**src/rtl/instr_fetch_unit.sv**
```systemverilog
`default_nettype none
// instr_fetch_unit: fetches one instruction per accepted PC over a req/gnt/rvalid bus
// and queues {pc, word} pairs in a first-word-fall-through FIFO for decode.
module instr_fetch_unit #(
  parameter int ADDR_W = 16,
  parameter int DATA_W = 16,
  parameter int DEPTH  = 4
) (
  input  logic              clock,
  input  logic              reset,
  input  logic              pc_valid,
  input  logic [ADDR_W-1:0] pc_in,
  output logic              pc_ready,
  input  logic              flush,
  output logic              mem_req,
  output logic [ADDR_W-1:0] mem_addr,
  input  logic              mem_gnt,
  input  logic              mem_rvalid,
  input  logic [DATA_W-1:0] mem_rdata,
  output logic              instr_valid,
  output logic [DATA_W-1:0] instr,
  output logic [ADDR_W-1:0] instr_pc,
  input  logic              instr_ready
);

  localparam int PTR_W = $clog2(DEPTH);
  localparam int CNT_W = PTR_W + 1;
  localparam logic [CNT_W-1:0] FULL_CNT = CNT_W'(DEPTH);

  localparam logic [1:0] IDLE = 2'd0;
  localparam logic [1:0] REQ  = 2'd1;
  localparam logic [1:0] WAIT = 2'd2;

  logic [1:0]        state_q, state_d;
  logic [ADDR_W-1:0] addr_q, addr_d;
  logic              discard_q, discard_d;
  logic [CNT_W-1:0]  count_q, count_d;
  logic [PTR_W-1:0]  rptr_q, rptr_d;
  logic [PTR_W-1:0]  wptr_q, wptr_d;

  logic [DATA_W-1:0] data_mem [DEPTH];
  logic [ADDR_W-1:0] pc_mem   [DEPTH];

  logic accept;
  logic push;
  logic pop;

  // Only one read is ever outstanding, so count<DEPTH at accept time leaves room for its response.
  assign pc_ready    = (state_q == IDLE) && !flush && (count_q < FULL_CNT);
  assign accept      = pc_valid && pc_ready;
  assign push        = (state_q == WAIT) && mem_rvalid && !discard_q && !flush;
  assign pop         = instr_valid && instr_ready;

  assign mem_req     = (state_q == REQ);
  assign mem_addr    = addr_q;
  assign instr_valid = (count_q != '0);
  assign instr       = instr_valid ? data_mem[rptr_q] : '0;
  assign instr_pc    = instr_valid ? pc_mem[rptr_q]   : '0;

  always_comb begin
    state_d   = state_q;
    addr_d    = addr_q;
    discard_d = discard_q;
    case (state_q)
      IDLE: begin
        if (accept) begin
          addr_d    = pc_in;
          discard_d = 1'b0;
          state_d   = REQ;
        end
      end
      REQ: begin
        // The request must stay up until granted; a flush only marks the response as stale.
        if (flush) discard_d = 1'b1;
        if (mem_gnt) state_d = WAIT;
      end
      WAIT: begin
        if (flush) discard_d = 1'b1;
        if (mem_rvalid) state_d = IDLE;
      end
      default: state_d = IDLE;
    endcase
  end

  always_comb begin
    count_d = count_q;
    rptr_d  = rptr_q;
    wptr_d  = wptr_q;
    if (flush) begin
      count_d = '0;
      rptr_d  = '0;
      wptr_d  = '0;
    end else begin
      if (push) wptr_d = wptr_q + 1'b1;
      if (pop)  rptr_d = rptr_q + 1'b1;
      if (push && !pop)      count_d = count_q + 1'b1;
      else if (pop && !push) count_d = count_q - 1'b1;
    end
  end

  always_ff @(posedge clock or posedge reset) begin
    if (reset) begin
      state_q   <= IDLE;
      addr_q    <= '0;
      discard_q <= 1'b0;
      count_q   <= '0;
      rptr_q    <= '0;
      wptr_q    <= '0;
    end else begin
      state_q   <= state_d;
      addr_q    <= addr_d;
      discard_q <= discard_d;
      count_q   <= count_d;
      rptr_q    <= rptr_d;
      wptr_q    <= wptr_d;
    end
  end

  always_ff @(posedge clock) begin
    if (push) begin
      data_mem[wptr_q] <= mem_rdata;
      pc_mem[wptr_q]   <= addr_q;
    end
  end

endmodule
`default_nettype wire

```
**config.mk**
```make
export PLATFORM = sky130hd
export DESIGN_NAME = instr_fetch_unit
export DESIGN_NICKNAME = d
export VERILOG_FILES = /design/src/rtl/instr_fetch_unit.sv
export SDC_FILE = /design/constraint.sdc
export NUM_CORES = 1
export LEC_CHECK = 0
export ABC_AREA = 1
export ABC_CLOCK_PERIOD_IN_PS = 3900
export CORE_ASPECT_RATIO = 0.75
export CORE_UTILIZATION = 52
export DETAILED_ROUTE_END_ITERATION = 10
export GPL_ROUTABILITY_DRIVEN = 0
export PLACE_DENSITY = 0.77
export SLEW_MARGIN = 20
export SYNTH_ARGS = -nofsm -noshare
export SYNTH_HDL_FRONTEND = slang
export SYNTH_SLANG_ARGS = --single-unit
```
**constraint.sdc**
```tcl
create_clock -name clock -period 3.9 [get_ports clock]
set_input_delay 0.78 -clock clock [delete_from_list [all_inputs] [get_ports clock]]
set_output_delay 0.78 -clock clock [all_outputs]
set_load 0.05 [all_outputs]
```
# Word level (Yosys, flattened, before mapping)
# Memories as Yosys holds them, arrays and structs flattened.
# Index checks and enable logic that the tools add are counted.
dict set report op_classes {
  add_sub_neg 4
  order_cmp 1
  mux 18
  reduce_logical 23
  n_eq_ne 6
}
# op n
set op_table {}
lappend op_table {{2-to-1 mux 16 bit} 2}
lappend op_table {{2-to-1 mux 2 bit} 7}
lappend op_table {{logical AND 1 bit} 9}
lappend op_table {{2-to-1 mux 3 bit} 3}
lappend op_table {{one-hot mux 2 bit (3 select lines)} 1}
lappend op_table {{AND reduction 3 bit} 2}
lappend op_table {{nonzero test 2 bit} 3}
lappend op_table {{nonzero test 3 bit} 2}
lappend op_table {{adder 2 x 1 -> 2 bit (second input constant)} 2}
lappend op_table {{logical NOT 1 bit} 4}
lappend op_table {{2-to-1 mux 1 bit} 4}
lappend op_table {{!= test 2 x 1 -> 1 bit (second input constant)} 2}
lappend op_table {{!= test 2 bit (second input constant)} 2}
lappend op_table {{adder 3 x 1 -> 3 bit (second input constant)} 1}
lappend op_table {{less-than comparator 3 bit (second input constant)} 1}
lappend op_table {{subtractor 3 x 1 -> 3 bit (second input constant)} 1}
lappend op_table {{== test 2 x 1 -> 1 bit (second input constant)} 1}
lappend op_table {{== test 2 bit (second input constant)} 1}
lappend op_table {{logical NOT 2 bit} 1}
lappend op_table {{one-hot mux 1 bit (2 select lines)} 1}
lappend op_table {{AND reduction 2 bit} 1}
lappend op_table {{OR reduction 2 bit} 1}
dict set report totals {
  output_inout_bits 51
  inputBits 39
  regBits 26
  memories 2
  mem_bits_rw 128
  wordCells 60
}
# name words word_bits read_ports rd_clocked_by_memory_dff write_ports line_no
set memory_table {}
lappend memory_table {data_mem 4 16 1 0 1 41} ;# logic [DATA_W-1:0] data_mem [DEPTH];
lappend memory_table {pc_mem 4 16 1 0 1 42} ;# logic [ADDR_W-1:0] pc_mem [DEPTH];

# Depth between registers and ports, before layout
# Gate-level depths: netlist (run 1).
dict set report depth {
  word_depth 9
  mapped_depth 13
  depth_no_buf 13
}

# Worst setup path before layout (run 1)
# OpenSTA, ideal clock, no wires.
dict set report synth_timing {
  kind {input to register}
  start {input mem_rvalid}
  end {memory data_mem[0][0] (enable)}
  required_ns 3.479
  stages 4
  path_buffers 0
  t_arrival_ns 2.531
  path_slack_ns 0.948
  setup_time_ns 0.421
  cell_sequence {nand3_1 > nor2_1 > inv_1 > nor2_1}
}
dict set report synth_via {
  elab_chain_len 5
}
# item line_no
set synth_rtl {}
lappend synth_rtl {{from (decl)} 18} ;# input logic mem_rvalid,
lappend synth_rtl {{logical AND 1 bit (3 in a row)} 51} ;# assign push = (state_q == WAIT) && mem_rvalid && !discard_q && !flush;
lappend synth_rtl {{2-to-1 mux 1 bit} 120} ;# if (push) begin
lappend synth_rtl {{2-to-1 mux 1 bit (not written as such)} 121} ;# data_mem[wptr_q] <= mem_rdata;
lappend synth_rtl {{to (decl)} 41}
# Every way passes these cells.

# Worst setup path in the final report (run 1)
dict set report layout_timing {
  start {input flush}
  end {output pc_ready}
}
dict set report layout_via {
  elab_chain_len 3
}
# item line_no
set layout_rtl {}
lappend layout_rtl {{from (decl)} 14} ;# input logic flush,
lappend layout_rtl {{logical NOT 1 bit} 49} ;# assign pc_ready = (state_q == IDLE) && !flush && (count_q < FULL_CNT);
lappend layout_rtl {{logical AND 1 bit (2 in a row)} 49}
lappend layout_rtl {{to (decl)} 13} ;# output logic pc_ready,
# Every way passes these cells.

==> results.ini, run 1 <==
[route]
via_count=4242
post_drt_wl_per_cell_um=16.6
antenna_left=0
drc=0
wirelength_um=13400
vias_per_cell=5.26
first_pass_iters=5
initialDrtViolationCount=412

[cts]
cts.sinks=154
htreeDepth=4
clk_latency_ns=0.42
cts_buffer_depth=2
cts_tree=yes
cts_made_buffers=17
postCtsSetupRepairBufs=0
clkSlewWorstSetupHoldPaths_ns=0.06
cts_hold_buffers=0
cts_root_buffer=clkbuf_16
cts_resized=0

[global_route]
grt_pass1_vias=4210
grt_usage_pct=23.3
overflow=0
grt_start_max_net_pins=66
grt_pass1_wl_um=21500
antenna_found_initial=0

[sta]
drv_slew=0
relSlewSlack_pct=56.3
clock.fmax_ghz=0.310
hold_viol_final=0
post-route-period-util_pct=82.8
setup_viol=0
fin_ws_ns=0.669
rsz0062_at_grt=no
period_minus_slack_ns=3.23
skew_ns=0.00862
tightest_slew_ns=0.656
totalNegativeSetupSlack_ns=0

[power_and_ir_drop]
leakage_nw=3.09
powerDensity_mw_per_mm2=808
peakVddDrop_uv=564

[yosys]
synth_area_mm2=0.00627
synth_fp_nets=589
yosysWarnings=0
syn_area_per_cell_um2=11.6
ys_seq_elements=154
ys_types=24
synthCells=541
yosysSeqAreaShare_pct=71.6

[worst_setup_path]
reg2reg_slack_ns=1.31
crit_fanout=5
end_kind=primary output
critPathArrivalTime_ns=2.45
crit_type=in -> out
crit_required_ns=3.12
startpoint_type=input port

[finish]
final_common_cell=nor2_1
antenna_cells=0
drive_gt1_share_pct=14.0
fin_nets=680
area_delta_synth_final_pct=30.6
mostFrequentLayoutCells=nor2_1 (135), edfxtp_1 (128), nand2_1 (68), clkdlybuf4s50_1 (57), o21ai_1 (42)

[run_status]
status=finished, final reports clean

[floorplan]
dieArea_mm2=0.0125
die_h_um=97.1
core-area_mm2=0.0117
fp-row-count=34
initial_core_util_pct=53.8
ios=90
die_w_um=129

[min_path]
holdCritPathClass=reg -> reg

[placed_design]
dpl.hpwl_um=8380
preCtsSetupSlack_ns=0.668
io_buffers=89

[run]
maxCapViolCount=0

[area by class of cell]
cell class	instances	area [um^2]
Timing Repair Buffer	98	1280
Sequential cell	154	4500
Tap cell	162	203
Multi-Input combinational cell	336	1550
Clock inverter	13	116
Clock buffer	19	453
Inverter	25	96.3
Fill cell	789	3460
[path summary, 6_finish.rpt]
path	startpoint	cells past startpoint	to
max	flush	5	pc_ready
min	count_q[1]	2	count_q[1]
max reg2reg	state_q[0]	7	pc_mem[0][6]
min reg2reg	count_q[1]	2	count_q[1]
max in group asynchronous	reset	2	rptr_q[0]
min in group asynchronous	reset	2	mem_addr[9]
[kinds of logic after synthesis]
family | count (synthesis) | share of synthesized area [%]
DFF | 154 | 71.6
and+or+nand+nor | 219 | 13.7
adders and majority gates | 9 | 1.91
buffers and inverters | 51 | 4.11
xor gates and xnor gates | 1 | 0.140
AOI/OAI and AO/OA | 107 | 8.55
[flip-flops by register name, summed over array words and instances, names as in the netlist]
| name | count |
|---|---|
| state_q | 2 |
| discard_q | 1 |
| wptr_q | 2 |
| mem_addr | 16 |
| data_mem | 64 |
| count_q | 3 |
| pc_mem | 64 |
| rptr_q | 2 |
[per-stage QoR]
| stage | hold WS (ns) | std cells | utilization [%] | area, um^2 | total power, mW |
|---|---|---|---|---|---|
| 5_1_grt | 0.523 | 807 | 70.3 | 8200 | 6.88 |
| 4_1_cts | 0.506 | 807 | 70.3 | 8200 | 6.64 |
| 2_1_floorplan | 0.459 | 541 | - | 6270 | 3.80 |
| 3_5_place_dp | 0.491 | 775 | 65.4 | 7630 | 5.07 |
| 6_report | 0.498 | 807 | 70.3 | 8200 | 6.62 |
| 3_3_place_gp | 0.476 | 775 | 65.4 | 7630 | 5.01 |
[cells in the mapped netlist]
cell      instances  area, um^2
o21ai_0          31         155
clkbuf_1          3        11.3
inv_1            22        82.6
edfxtp_1        128        3840
inv_4             1        6.26
dfrtp_1          26         651
nand3_1           4        20.0
clkbuf_2          4        20.0
xnor2_1           1        8.76
a21oi_1          33         165
nor2_1          139         522
o21ai_1          42         210
buf_2            11        55.1
nand2_2           5        31.3
buf_4             4        30.0
nand2_1          68         255
fa_1              1        20.0
o22ai_1           1        6.26
nor2_4            1        11.3
inv_2             2        7.51
nand2_4           1        11.3
ha_1              8         100
buf_6             4        45.0
nor2_2            1        6.26
[critical path, cell delays in order]
cell             delay, ns
clkdlybuf4s50_1       0.50
inv_2                 0.14
nand2_2               0.08
nor2_4                0.13
clkdlybuf4s50_1       0.82
[metal layers]
layer	vias up	track usage, %	wire length, um
met1	2016	32.2	5820
li1	2020	-	-
met5	-	0	0
met2	184	36.6	6440
met3	22	5.51	999
met4	0	7.96	143
[where the power goes]
part           switching, mW  internal [mW]  leakage (nW)
Sequential             0.173           1.99          1.48
Clock                  0.655          0.915         0.285
Combinational           1.79           1.10          1.33
Power figures use the tool's default switching activity.
==> inputs of run 2 (changes only) <==
- ABC_CLOCK_PERIOD_IN_PS: 3900 -> 3300
- clock period: 3.9 -> 3.3 ns (I/O delays scaled with it)
==> run 2 against run 1 <==
Clock skew grew 0.0012 ns. Critical path depth did not move. Combinational power is 18% higher. Flip-flop and latch count stayed put. Critical endpoint unchanged. Critical path type unchanged. Highest routed layer unchanged. Register-to-register slack worse by 0.17 ns. Power grew 24%.
==> results.ini, run 2 (same netlist as run 1, synthesis figures left out) <==
[floorplan]
die_h_um=97.1  ; unchanged
ios=90  ; unchanged
die_w_um=129  ; unchanged
fp-row-count=34  ; unchanged
initial_core_util_pct=53.8  ; unchanged
dieArea_mm2=0.0125  ; unchanged
core-area_mm2=0.0117  ; unchanged

[sta]
totalNegativeSetupSlack_ns=0  ; unchanged
period_minus_slack_ns=2.97
hold_viol_final=0  ; unchanged
drv_slew=0  ; unchanged
timing.hold.ws_ns=0.508  ; was 0.498 ns
skew_ns=0.00979  ; was 0.00862 ns
rsz0062_at_grt=no  ; unchanged
post-route-period-util_pct=89.9
tightest_slew_ns=0.675  ; was 0.656 ns
relSlewSlack_pct=55.0  ; was 56.3%
clock.fmax_ghz=0.337
setup_viol=0  ; unchanged

[global_route]
grtUsageMet3_pct=5.23  ; was 5.51%
overflow=0  ; unchanged
grt_usage_pct=22.9  ; was 23.3%
grt_use_met1_pct=30.6  ; was 32.2%
grt_util_met2_pct=37.1  ; was 36.6%
grt_pass1_wl_um=21200  ; was 21,500 um
grt_start_max_net_pins=66  ; unchanged
grt_busiest_layer=met2  ; unchanged
antenna_found_initial=0  ; unchanged
grt_pass1_vias=4239  ; was 4,210

[run_status]
status=finished, final reports clean  ; unchanged

[run]
maxCapViolCount=0  ; unchanged

[power_and_ir_drop]
leakage_nw=3.17  ; was 3.09 nW
powerDensity_mw_per_mm2=981  ; was 808 mW/mm^2
peakVddDrop_uv=782  ; was 564 uV

[finish]
area_delta_synth_final_pct=33.0  ; was 30.6%
mostFrequentLayoutCells=nor2_1 (135), edfxtp_1 (128), nand2_1 (68), clkdlybuf4s50_1 (57), o21ai_1 (42)  ; unchanged
antenna_cells=0  ; unchanged
final_common_cell=nor2_1  ; unchanged
fillers=753  ; was 789
drive_gt1_share_pct=14.0  ; about the same
fin_nets=684  ; was 680

[route]
wirelength_um=13300  ; was 13,400 um
first_pass_iters=5  ; unchanged
via_count=4231  ; was 4,242
vias_per_cell=5.22  ; was 5.26
initialDrtViolationCount=376  ; was 412
post_drt_wl_per_cell_um=16.3  ; was 16.6 um
antenna_left=0  ; unchanged
drc=0  ; unchanged

[worst_setup_path]
rr_worst_depth=7  ; unchanged
crit_type=in -> out  ; unchanged
critPathArrivalTime_ns=2.31  ; was 2.45 ns
startpoint=flush  ; unchanged
reg2reg_slack_ns=1.14  ; was 1.31 ns
end_kind=primary output  ; unchanged
startpoint_type=input port  ; unchanged
crit_required_ns=2.64  ; was 3.12 ns
r2r_end=data_mem[1][8]  ; was pc_mem[0][6]
reg2reg_from=state_q[0]  ; unchanged
crit_fanout=5  ; unchanged

[cts]
cts_buffer_depth=2  ; unchanged
cts_root_buffer=clkbuf_16  ; unchanged
cts.sinks=154  ; unchanged
cts_resized=0  ; unchanged
postCtsSetupRepairBufs=0  ; unchanged
clkSlewWorstSetupHoldPaths_ns=0.06  ; about the same
htreeDepth=4  ; unchanged
clk_latency_ns=0.42  ; about the same
cts_tree=yes  ; unchanged
cts_made_buffers=17  ; unchanged
cts_hold_buffers=0  ; unchanged

[min_path]
whs_endpoint=count_q[1]  ; unchanged
holdPathStages=2  ; unchanged
min-delay-start=count_q[1]  ; unchanged
holdCritPathClass=reg -> reg  ; unchanged

[placed_design]
io_buffers=89  ; unchanged
dpl.hpwl_um=7930  ; was 8380 um

run 2: stage by stage:
stage | power, mW | util [%] | instances | cell area (um^2) | setup slack (ns)
finish | 8.19 | 71.6 | 811 | 8350 | 0.332
global route | 8.51 | 71.6 | 811 | 8350 | 0.230
CTS | 8.24 | 71.6 | 811 | 8350 | 0.332
detailed placement | 5.99 | 65.8 | 779 | 7670 | 0.336
global placement | 5.94 | 65.8 | 779 | 7670 | 0.383
floorplan | 4.49 | - | 541 | 6270 | 0.468
run 2: routing by layer:
layer / routed length, um / part of all wire, %
met5: 0 / 0
met4: 165 / 1.2
met3: 838 / 6.3
met2: 6400 / 48
met1: 5850 / 44
run 2: cell type report:
| type | count | area, um^2 | area share [%] |
|---|---|---|---|
| tap | 162 | 203 | 2.43 |
| sequential | 154 | 4500 | 53.9 |
| clock buffer | 19 | 433 | 5.19 |
| clock inverter | 13 | 246 | 2.95 |
| timing repair buffer | 102 | 1320 | 15.8 |
| multi-input combinational | 336 | 1550 | 18.6 |
| inverter | 25 | 96.3 | 1.15 |
run 2: report_power, final:
group          internal (mW)  switching (mW)
Clock                   1.49           0.736
Sequential              2.35           0.203
Combinational           1.31            2.11
run 2: worst max-delay path, cell delays in order:
cell	delay, ns
clkdlybuf4s50_1	0.51
inv_2	0.14
nand2_2	0.07
nor2_4	0.11
clkdlybuf4s50_1	0.81
run 2: worst max-delay path by stage:
stage	to	cells past startpoint	slack (ns)
2_1_floorplan	data_mem[0][0]	6	0.47
3_3_place_gp	pc_ready	5	0.38
3_5_place_dp	pc_ready	5	0.34
4_1_cts	pc_ready	5	0.33
5_1_grt	instr[11]	6	0.23
6_report	pc_ready	5	0.33
